==> src/rtl/uart_pkg.sv <==
// Shared constants for the memory-mapped UART transmitter: FSM states,
// status-word bit positions and IO address select bits.
package uart_pkg;

   typedef enum logic [1:0] {
      ST_IDLE,
      ST_START,
      ST_DATA,
      ST_STOP
   } tx_state_e;

   localparam int OVF_BIT  = 10;
   localparam int FULL_BIT = 9;
   localparam int IDLE_BIT = 8;

   localparam int ADDR_DATA_BIT = 3;
   localparam int ADDR_CTRL_BIT = 4;

   // Counter/pointer widths must stay at least one bit for degenerate sizes.
   function automatic int clog2_min1(input int value);
      return (value > 1) ? $clog2(value) : 1;
   endfunction

endpackage

==> src/rtl/uart_tx_fifo.sv <==
// Byte buffer in front of the UART shifter; DEPTH=1 degenerates to a single
// holding register. A push while full is accepted only alongside a pop.
module uart_tx_fifo
   import uart_pkg::*;
#(
   parameter int DEPTH = 4
)(
   input  logic       clk,
   input  logic       resetn,
   input  logic       push,
   input  logic       pop,
   input  logic [7:0] wdata,
   output logic [7:0] rdata,
   output logic [7:0] count,
   output logic       full,
   output logic       empty
);

   localparam int PTR_W = clog2_min1(DEPTH);
   localparam int CNT_W = clog2_min1(DEPTH + 1);
   localparam int MEM_N = 1 << PTR_W;

   logic [7:0]       mem_q [MEM_N];
   logic [7:0]       mem_d [MEM_N];
   logic [PTR_W-1:0] wr_ptr_q, wr_ptr_d;
   logic [PTR_W-1:0] rd_ptr_q, rd_ptr_d;
   logic [CNT_W-1:0] count_q, count_d;
   logic             do_pop;
   logic             accept;

   function automatic logic [PTR_W-1:0] ptr_inc(input logic [PTR_W-1:0] ptr);
      return (ptr == PTR_W'(DEPTH - 1)) ? '0 : ptr + PTR_W'(1);
   endfunction

   assign full   = (count_q == CNT_W'(DEPTH));
   assign empty  = (count_q == '0);
   assign do_pop = pop && !empty;
   assign accept = push && (!full || do_pop);
   assign rdata  = mem_q[rd_ptr_q];
   assign count  = 8'(count_q);

   always_comb begin
      mem_d    = mem_q;
      wr_ptr_d = wr_ptr_q;
      rd_ptr_d = rd_ptr_q;
      count_d  = count_q;
      if (accept) begin
         mem_d[wr_ptr_q] = wdata;
         wr_ptr_d        = ptr_inc(wr_ptr_q);
      end
      if (do_pop) begin
         rd_ptr_d = ptr_inc(rd_ptr_q);
      end
      if (accept && !do_pop) begin
         count_d = count_q + CNT_W'(1);
      end else if (!accept && do_pop) begin
         count_d = count_q - CNT_W'(1);
      end
   end

   always_ff @(posedge clk or negedge resetn) begin
      if (!resetn) begin
         mem_q    <= '{default: '0};
         wr_ptr_q <= '0;
         rd_ptr_q <= '0;
         count_q  <= '0;
      end else begin
         mem_q    <= mem_d;
         wr_ptr_q <= wr_ptr_d;
         rd_ptr_q <= rd_ptr_d;
         count_q  <= count_d;
      end
   end

endmodule

==> src/rtl/uart_tx_io.sv <==
// Memory-mapped 8N1 UART transmitter with status word readback.
// Define UART_TX_FIFO_EN for a FIFO_DEPTH-entry buffer; otherwise one holding register.
module uart_tx_io
   import uart_pkg::*;
#(
   parameter int CLK_FREQ_HZ = 27000000,
   parameter int BAUD        = 115200,
   parameter int FIFO_DEPTH  = 4
)(
   input  logic        clk,
   input  logic        resetn,
   input  logic [31:0] IO_mem_addr,
   input  logic [31:0] IO_mem_wdata,
   input  logic        IO_mem_wr,
   output logic [31:0] IO_mem_rdata,
   output logic        uart_tx
);

   localparam int CPB    = CLK_FREQ_HZ / BAUD;
   localparam int BAUD_W = clog2_min1(CPB);

`ifdef UART_TX_FIFO_EN
   localparam int BUF_DEPTH = FIFO_DEPTH;
`else
   localparam int BUF_DEPTH = 1;
   logic [31:0] fifo_depth_unused;
   assign fifo_depth_unused = FIFO_DEPTH;
`endif

   tx_state_e         state_q, state_d;
   logic [BAUD_W-1:0] baud_q, baud_d;
   logic [2:0]        bit_q, bit_d;
   logic [7:0]        shift_q, shift_d;
   logic              tx_q, tx_d;
   logic              ovf_q, ovf_d;

   logic              wr_data;
   logic              wr_ctrl;
   logic              pop;
   logic              baud_end;
   logic              idle;
   logic [7:0]        fifo_data;
   logic [7:0]        fifo_count;
   logic              fifo_full;
   logic              fifo_empty;
   logic              unused_ok;

   assign wr_data   = IO_mem_wr && IO_mem_addr[ADDR_DATA_BIT];
   assign wr_ctrl   = IO_mem_wr && IO_mem_addr[ADDR_CTRL_BIT] && IO_mem_wdata[0];
   assign baud_end  = (baud_q == BAUD_W'(CPB - 1));
   assign idle      = (state_q == ST_IDLE) && fifo_empty;
   assign uart_tx   = tx_q;
   assign unused_ok = ^{IO_mem_addr[31:5], IO_mem_addr[2:0], IO_mem_wdata[31:8]};

   uart_tx_fifo #(
      .DEPTH (BUF_DEPTH)
   ) u_fifo (
      .clk    (clk),
      .resetn (resetn),
      .push   (wr_data),
      .pop    (pop),
      .wdata  (IO_mem_wdata[7:0]),
      .rdata  (fifo_data),
      .count  (fifo_count),
      .full   (fifo_full),
      .empty  (fifo_empty)
   );

   always_comb begin
      state_d = state_q;
      baud_d  = baud_q;
      bit_d   = bit_q;
      shift_d = shift_q;
      tx_d    = tx_q;
      pop     = 1'b0;
      unique case (state_q)
         ST_IDLE: begin
            if (!fifo_empty) begin
               pop     = 1'b1;
               shift_d = fifo_data;
               tx_d    = 1'b0;
               baud_d  = '0;
               state_d = ST_START;
            end else begin
               tx_d = 1'b1;
            end
         end
         ST_START: begin
            if (baud_end) begin
               baud_d  = '0;
               bit_d   = '0;
               tx_d    = shift_q[0];
               state_d = ST_DATA;
            end else begin
               baud_d = baud_q + BAUD_W'(1);
            end
         end
         ST_DATA: begin
            // The shifter moves right each bit so the next bit is always shift_q[1].
            if (baud_end) begin
               baud_d = '0;
               if (bit_q == 3'd7) begin
                  tx_d    = 1'b1;
                  state_d = ST_STOP;
               end else begin
                  bit_d   = bit_q + 3'd1;
                  shift_d = {1'b0, shift_q[7:1]};
                  tx_d    = shift_q[1];
               end
            end else begin
               baud_d = baud_q + BAUD_W'(1);
            end
         end
         ST_STOP: begin
            if (baud_end) begin
               baud_d  = '0;
               tx_d    = 1'b1;
               state_d = ST_IDLE;
            end else begin
               baud_d = baud_q + BAUD_W'(1);
            end
         end
         default: begin
            tx_d    = 1'b1;
            state_d = ST_IDLE;
         end
      endcase
   end

   // Setting wins over a clear issued in the same cycle so no drop goes unreported.
   always_comb begin
      ovf_d = ovf_q;
      if (wr_ctrl) begin
         ovf_d = 1'b0;
      end
      if (wr_data && fifo_full && !pop) begin
         ovf_d = 1'b1;
      end
   end

   always_comb begin
      IO_mem_rdata           = '0;
      IO_mem_rdata[7:0]      = fifo_count;
      IO_mem_rdata[IDLE_BIT] = idle;
      IO_mem_rdata[FULL_BIT] = fifo_full;
      IO_mem_rdata[OVF_BIT]  = ovf_q;
   end

   always_ff @(posedge clk or negedge resetn) begin
      if (!resetn) begin
         state_q <= ST_IDLE;
         baud_q  <= '0;
         bit_q   <= '0;
         shift_q <= '0;
         tx_q    <= 1'b1;
         ovf_q   <= 1'b0;
      end else begin
         state_q <= state_d;
         baud_q  <= baud_d;
         bit_q   <= bit_d;
         shift_q <= shift_d;
         tx_q    <= tx_d;
         ovf_q   <= ovf_d;
      end
   end

endmodule

==> config.mk <==
export PLATFORM = sky130hd
export DESIGN_NAME = uart_tx_io
export DESIGN_NICKNAME = d
export VERILOG_FILES = /design/src/rtl/uart_pkg.sv /design/src/rtl/uart_tx_fifo.sv /design/src/rtl/uart_tx_io.sv
export SDC_FILE = /design/constraint.sdc
export NUM_CORES = 1
export LEC_CHECK = 0
export CAP_MARGIN = 20
export CORE_MARGIN = 5
export CORE_UTILIZATION = 32
export DETAILED_ROUTE_END_ITERATION = 10
export PLACE_DENSITY = 0.7
export RECOVER_POWER = 50
export SETUP_SLACK_MARGIN = 0.1
export SLEW_MARGIN = 20
export SYNTH_ARGS = -nofsm -noshare
export SYNTH_HDL_FRONTEND = slang
export SYNTH_SLANG_ARGS = --single-unit
==> constraint.sdc <==
create_clock -name clk -period 1.7 [get_ports clk]
set_input_delay 0.34 -clock clk [delete_from_list [all_inputs] [get_ports clk]]
set_output_delay 0.34 -clock clk [all_outputs]
set_load 0.05 [all_outputs]
==> reports/summary.md, run 1 <==
## GRT
- **sum of overflow across all layers after global routing** 0
- **largest net degree at the start of global routing** 33
- **Total GRT Usage** 10.4%
- **antenna violations before repair** 0
- **wire length of the first global-routing pass** 6490 um
- **number of global-route vias before repair** 1414

## Final layout
- **finished layout cell area** 2500 um^2
- **antenna diode instance count** 0
- **Net count, final** 316
- **fraction of layout instances using a drive strength above 1** 27.1%
- **area overhead of the layout relative to synthesis** 23.4%

## Routing
- **number of remaining DRC errors** 0
- **routed wire length** 3840 um
- **first-pass iteration count of the detailed router** 4
- **first-iteration detailed-routing DRC count** 81
- **Avg Vias per Cell** 4.75
- **DRT antenna net count** 0
- **routed via count** 1507
- **routed len/inst** 12.1 um

## Synth
- **number of distinct library cell variants in the gate-level netlist after synthesis** 46
- **share of Yosys cell area claimed by the top area cell type** 38.3%
- **Post-Synthesis Cell Area** 2030 um^2
- **most used standard cell by instance count after synthesis** buf_4
- **syn avg cell area** 9.74 um^2
- **number of synthesized register bits** 32
- **most numerous cell types in the synthesized netlist** buf_4, dfrtp_1, nor2_1, nand2_1, nand3_1
- **top post-synthesis cells by area** dfrtp_1, buf_4, ha_1
- **most area-hungry cell type in the Yosys netlist** dfrtp_1
- **leading register cell type out of synthesis** dfrtp_1
- **async set-or-reset flop fraction in the synthesized netlist** 100%
- **part of the Yosys area used for sequential elements** 39.6%
- **count of flip-flops with a built-in enable after synthesis** 0
- **cells after synthesis** 208
- **count of synthesis-stage warnings from yosys** 0

## Flow run
- **Max-Cap Viols** 0

## Outcome
- **outcome** finished, final reports clean

## Placed design
- **DP Area** 2260 um^2
- **setup slack after placement** 0.00399 ns
- **PortBufs** 17
- **weighted congestion reported at the end of routability-driven placement** 0.790
- **placed wire-length estimate** 2740 um

## Setup path
- **register-to-register setup slack** 0.10 ns
- **sort of element at the end of the critical path** primary output
- **crit path launch type** register
- **Largest stage delay, worst path** 0.45 ns
- **Worst Setup SP** state_q[1]
- **Max stage delay cell, worst path** dfrtp_2
- **last element of the critical path** IO_mem_rdata[8]
- **Reg-to-Reg End** state_q[1]
- **worst flop-to-flop path startpoint** baud_q[1]
- **buffering stage count on the worst path with inverters included** 3
- **ordered list of cells on the worst path** inv_4 -> ha_4 -> nand2b_4 -> inv_6 -> buf_12
- **number of cells on the critical path** 5
- **depth of the worst register-to-register path** 6
- **CP Class** reg2out
- **arrival time reported for the critical path endpoint** 1.28 ns
- **critical path's top delay family** flip-flops
- **critical path peak fanout** 5
- **required time at the worst-slack endpoint** 1.36 ns

## Floorplan
- **die height** 89.6 um
- **area of the core** 6240 um^2
- **top-level I/O count** 100
- **die area** 8030 um^2
- **initial cell density of the core** 32.5%
- **width of the chip** 89.6 um
- **number of core rows** 29

## STA
- **share of the clock period used by the worst path** 95.6%
- **final setup skew** 0.00701 ns
- **total count of max-transition violations in the final report** 0
- **min cycle time layout** 1.62 ns
- **Finish-stage setup viols** 0
- **worst slew pin tran** 0.801 ns
- **remaining max-slew budget at the tightest pin** 46.6%
- **final worst slack** 0.0755 ns
- **final sum of negative setup slack** 0 ns
- **Hold Violations, Final** 0
- **RSZ-0062 raised after global routing** true
- **highest attainable clock frequency** 616 MHz

## Power
- **worst supply voltage drop on vdd** 0.520 mV
- **internal power summed over all cells** 1210 uW
- **portion of total power attributed to the clock network** 37.2%
- **switching component of the power** 459 uW
- **P_leak** 0.00112 uW
- **switching portion of total power** 27.4%
- **sequential share of power** 49.0%
- **Cell Pwr Density** 669 nW/um^2
- **part of the power in combinational logic** 13.9%

## Clocking
- **TritonCTS clock tree** done
- **number of buffers between clock root and the deepest sink** 2
- **clock-pin slew reported for the worst setup and hold paths after clock tree synthesis** 0.07 ns
- **TritonCTS buffer count** 5
- **CTS H-Tree Depth** 2
- **Sink Count** 32
- **CTS root buf** clkbuf_8
- **later-pin clock latency in the skew report** 0.28 ns
- **hold-fix buffers at CTS** 0

## Min path
- **class of the most critical hold timing path** reg2reg
- **launch point of the worst hold path** u_fifo.mem_q[13]

final cells by class:
class | count | area (um^2)
clock buffers | 7 | 96.3
fillers | 622 | 3740
inverters | 6 | 30.0
multi-input cells | 156 | 1100
flip-flops and latches | 32 | 803
well taps | 77 | 96.3
repair buffers | 39 | 374
state kept, by name (all words and copies together) (netlist names):
name          count
u_fifo.full       1
u_fifo.mem_q      8
shift_q           8
bit_q             3
state_q           2
ovf_q             1
uart_tx           1
baud_q            8
routing by layer:
metal	track usage, %	wire (um)	part of all wire [%]
met1	13.4	1640	43
met2	16.3	1920	50
met3	3.56	241	6.3
met4	3.25	47	1.2
met5	0	0	0
cells by family (layout without fill, tap and decap cells):
kind of cell	Yosys count	after routing	synth area share [%]
AO/OA/AOI/OAI	35	35	11.7
XOR/XNOR	5	5	2.16
adder cells (fa/ha/maj)	9	9	5.56
buffers and inverters	47	52	15.7
flip-flops	32	32	39.6
multiplexers	8	8	4.44
other	1	28	0.185
AND/OR/NAND/NOR	71	71	20.7
how the worst min path moves through the flow:
stage                  endpoint  slack [ns]  depth (start not counted)
3_5_place_dp   u_fifo.mem_q[12]        0.50                          1
6_report       u_fifo.mem_q[13]        0.51                          1
3_3_place_gp              ovf_q        0.47                          2
5_1_grt        u_fifo.mem_q[12]        0.53                          1
2_1_floorplan         baud_q[0]        0.04                          0
4_1_cts        u_fifo.mem_q[15]        0.47                          2
worst register-to-register path: cells and delay by family, from the launching register on:
family / cells / cell delay (ns)
fa+ha+maj: 1 / 0.13
compound gates: 1 / 0.09
buf+inv: 1 / 0.06
flops: 1 / 0.37
mux: 1 / 0.31
simple gates: 2 / 0.52
repair_timing:
| action | 4_1_cts | 5_1_grt |
|---|---|---|
| resized for setup | 13 | 13 |
| hold endpoints to repair | 0 | 0 |
| pin swaps | 0 | 4 |
| setup endpoints to repair | 14 | 17 |
| setup buffers | 2 | 4 |
layout by cell type (no fill, tap or decap), types with 4 or more instances in the layout:
cell             Yosys  final
dfrtp_1             31     30
conb_1               1     28
buf_4               32     21
nor2_1              13     13
nand2_1             11     11
clkdlybuf4s50_1      0     11
nand3_1             10     10
nor3_1               8      8
nand2b_1             8      7
mux2_2               8      7
clkbuf_8             0      7
o21ai_0              7      6
o22ai_1              6      6
o22a_1               5      5
xor2_1               4      4
nand4_1              4      4
ha_1                 9      4
buf_12               0      4
per-stage QoR:
step | power [uW] | hold slack (ns) | std cells | utilization, %
after floorplan | 1060 | 0.0444 | 235 | -
after global placement | 1060 | 0.471 | 304 | 36.2
after detailed placement | 1070 | 0.499 | 304 | 36.2
after CTS | 1690 | 0.471 | 313 | 38.7
after global routing | 1750 | 0.529 | 317 | 40.1
final | 1670 | 0.512 | 317 | 40.1
power groups by stage:
stage	clock [uW]	sequential [uW]	combinational [uW]
floorplan	0	826	234
finish	622	819	232
global route	676	822	249
CTS	642	818	234
detailed placement	0	833	233
global placement	0	831	232
(Power assumes the default switching activity.)
==> inputs of run 2 (changes only) <==
--- a/config.mk
+++ b/config.mk
@@ -6,7 +6,7 @@
 export NUM_CORES = 1
 export LEC_CHECK = 0
 export CAP_MARGIN = 20
-export CORE_MARGIN = 5
+export CORE_MARGIN = 2
 export CORE_UTILIZATION = 32
 export DETAILED_ROUTE_END_ITERATION = 10
 export PLACE_DENSITY = 0.7
@@ -15,4 +15,5 @@
 export SLEW_MARGIN = 20
 export SYNTH_ARGS = -nofsm -noshare
 export SYNTH_HDL_FRONTEND = slang
+export SYNTH_HIERARCHICAL = 1
 export SYNTH_SLANG_ARGS = --single-unit
==> run 2 against run 1 <==
  * Worst hold slack worse by 0.13 ns
  * Sequential share of layout area is 2.3 points lower
  * Highest routed layer unchanged
  * Design area up 8.0%
  * Flip-flop and latch count did not move
  * Area after synthesis is 3.5% lower
  * Total power up 7.0%
  * First-iteration DRC count increased by 15%
  * Critical endpoint is now shift_q[4]
==> reports/summary.md, run 2 <==
## Power
- **switching component of the power** 481 uW
- **internal power summed over all cells** 1310 uW
- **worst supply voltage drop on vdd** 0.378 mV
- **Cell Pwr Density** 663 nW/um^2
- **portion of total power attributed to the clock network** 39.9%
- **sequential share of power** 46.0%
- **part of the power in combinational logic** 14.1%
- **switching portion of total power** 26.9%
- **power after layout** 1790 uW
- **P_leak** 0.00125 uW

## Setup path
- **Largest stage delay, worst path** 0.39 ns
- **Max stage delay cell, worst path** dfrtp_1
- **CP Class** reg2reg
- **arrival time reported for the critical path endpoint** 1.86 ns
- **sort of element at the end of the critical path** register
- **crit path launch type** register
- **critical path peak fanout** 7
- **required time at the worst-slack endpoint** 1.87 ns
- **critical path's top delay family** compound AO/OA/AOI/OAI gates
- **ordered list of cells on the worst path** ha_2 -> ha_4 -> and4b_2 -> o2111ai_4 -> o22ai_2 -> a21oi_1
- **buffering stage count on the worst path with inverters included** 0

## Synth
- **async set-or-reset flop fraction in the synthesized netlist** 100%
- **top post-synthesis cells by area** dfrtp_1, buf_4, mux2_4
- **leading register cell type out of synthesis** dfrtp_1
- **combinational family with the most area after synthesis** compound AO/OA/AOI/OAI gates
- **most numerous cell types in the synthesized netlist** buf_4, dfrtp_1, nand2_1, o22ai_1, a21oi_1
- **share of cell area taken by muxes after synthesis** 7.23%
- **count of flip-flops with a built-in enable after synthesis** 0
- **post-synthesis share of cell area spent on xor and xnor gates** 0.895%
- **Post-Synth Simple-Gate Area** 14.6%
- **syn avg cell area** 10.0 um^2
- **most area-hungry cell type in the Yosys netlist** dfrtp_1
- **number of distinct library cell variants in the gate-level netlist after synthesis** 45
- **cells after synthesis** 195
- **count of synthesis-stage warnings from yosys** 6
- **part of the Yosys area used for sequential elements** 41.0%
- **share of Yosys cell area claimed by the top area cell type** 39.6%
- **most used standard cell by instance count after synthesis** buf_4
- **fraction of the mapped netlist area in compound gates** 15.2%
- **number of synthesized register bits** 32
- **arithmetic-cell share of the synthesized area counting full adders, half adders and majority gates** 5.75%
- **Post-Synthesis Cell Area** 1960 um^2

## Floorplan
- **top-level I/O count** 100
- **die area** 6760 um^2
- **die height** 82.2 um
- **area of the core** 5920 um^2
- **initial cell density of the core** 33.1%
- **number of core rows** 28
- **width of the chip** 82.2 um

## Clocking
- **TritonCTS clock tree** done
- **TritonCTS buffer count** 5
- **clock-pin slew reported for the worst setup and hold paths after clock tree synthesis** 0.06 ns
- **Sink Count** 32
- **CTS root buf** clkbuf_8
- **hold-fix buffers at CTS** 0
- **number of buffers between clock root and the deepest sink** 2
- **later-pin clock latency in the skew report** 0.29 ns
- **CTS H-Tree Depth** 2

## Final layout
- **core occupancy in the finished layout** 45.6%
- **fillers** 552
- **sequential cell area** 805 um^2
- **area overhead of the layout relative to synthesis** 38.0%
- **commonest non-fill, non-tap cell in the layout** buf_4
- **largest registers** baud_q x8, shift_q x8, u_fifo/mem_q x8
- **commonest cells after routing, fill and taps aside** buf_4, dfrtp_1, conb_1, nand2_1, clkdlybuf4s50_1
- **Net count, final** 319
- **area of the multi-input gates** 1170 um^2
- **fraction of layout instances using a drive strength above 1** 39.8%
- **antenna diode instance count** 0

## Placed design
- **PortBufs** 17
- **weighted congestion reported at the end of routability-driven placement** 0.773
- **placed wire-length estimate** 2860 um

## Routing
- **DRT antenna net count** 0
- **highest metal layer used by the detailed router** met4
- **amount of wire on met2 after detailed routing** 2230 um
- **number of remaining DRC errors** 0
- **Avg Vias per Cell** 4.86
- **routed via count** 1551
- **routed len/inst** 14.1 um
- **met3 WL** 228 um
- **first-pass iteration count of the detailed router** 4
- **first-iteration detailed-routing DRC count** 93
- **routed wire length** 4480 um
- **wire length on met1** 1960 um

## STA
- **Finish-stage setup viols** 0
- **worst slew pin tran** 0.625 ns
- **RSZ-0062 raised after global routing** true
- **final sum of negative setup slack** 0 ns
- **min cycle time layout** 1.69 ns
- **total count of max-transition violations in the final report** 0
- **Hold Violations, Final** 0
- **remaining max-slew budget at the tightest pin** 58.3%
- **worst hold-check slack** 0.378 ns
- **share of the clock period used by the worst path** 99.4%
- **highest attainable clock frequency** 592 MHz
- **final setup skew** 0.00116 ns

## Min path
- **class of the most critical hold timing path** in2async

## GRT
- **largest net degree at the start of global routing** 27
- **wire length of the first global-routing pass** 6790 um
- **sum of overflow across all layers after global routing** 0
- **number of global-route vias before repair** 1434
- **Total GRT Usage** 13.6%
- **antenna violations before repair** 0

## Flow run
- **Max-Cap Viols** 0

## Outcome
- **outcome** finished, final reports clean

[run 2: worst paths after layout]
path | start | end | slack, ns | cells past startpoint
worst max-delay path | bit_q[0] | shift_q[4] | 0.01 | 6
worst min-delay path | resetn | baud_q[0] | 0.38 | 1
worst max register to register | bit_q[0] | shift_q[4] | 0.01 | 6
worst min register to register | uart_tx | uart_tx | 0.48 | 2
max in group asynchronous | resetn | baud_q[7] | 0.41 | 2
min in group clk | uart_tx | uart_tx | 0.48 | 2
[run 2: cell families after synthesis]
kind of cell	count (synthesis)
simple gates	50
xor+xnor	2
mux	10
buf+inv	43
fa+ha+maj	9
other cells	2
compound gates	47
flops	32
[run 2: metrics by stage]
step	area [um^2]	setup WS, ns	std cells
global route	2700	-0.0611	319
floorplan	2130	0.114	221
CTS	2510	-0.00608	310
finish	2700	0.0107	319
detailed placement	2270	-0.0137	293
global placement	2270	0.0341	293
[run 2: metal layers]
metal,track usage (%),vias to the layer above
met1,17.3,763
met5,0,-
met4,7.00,0
li1,-,738
met2,20.7,45
met3,4.02,5
[run 2: final cells by class]
class	count	share of cell area [%]
sequential	32	29.8
multi-input combinational	146	43.3
timing repair buffer	53	18.4
inverter	5	0.973
tap	75	3.48
clock inverter	2	1.30
clock buffer	6	2.69
[run 2: power by group through the flow]
stage	logic [uW]	clock network [uW]	registers, uW
final	253	715	823
after global placement	255	0	835
after floorplan	255	0	827
after detailed placement	258	0	836
after global routing	269	775	828
after CTS	259	736	822
[run 2: timing repair]
item / 4_1_cts / 5_1_grt
gates resized for setup: 15 / 32
pin swaps: 11 / 14
buffers inserted: 9 / 9
setup endpoints to repair: 21 / 26
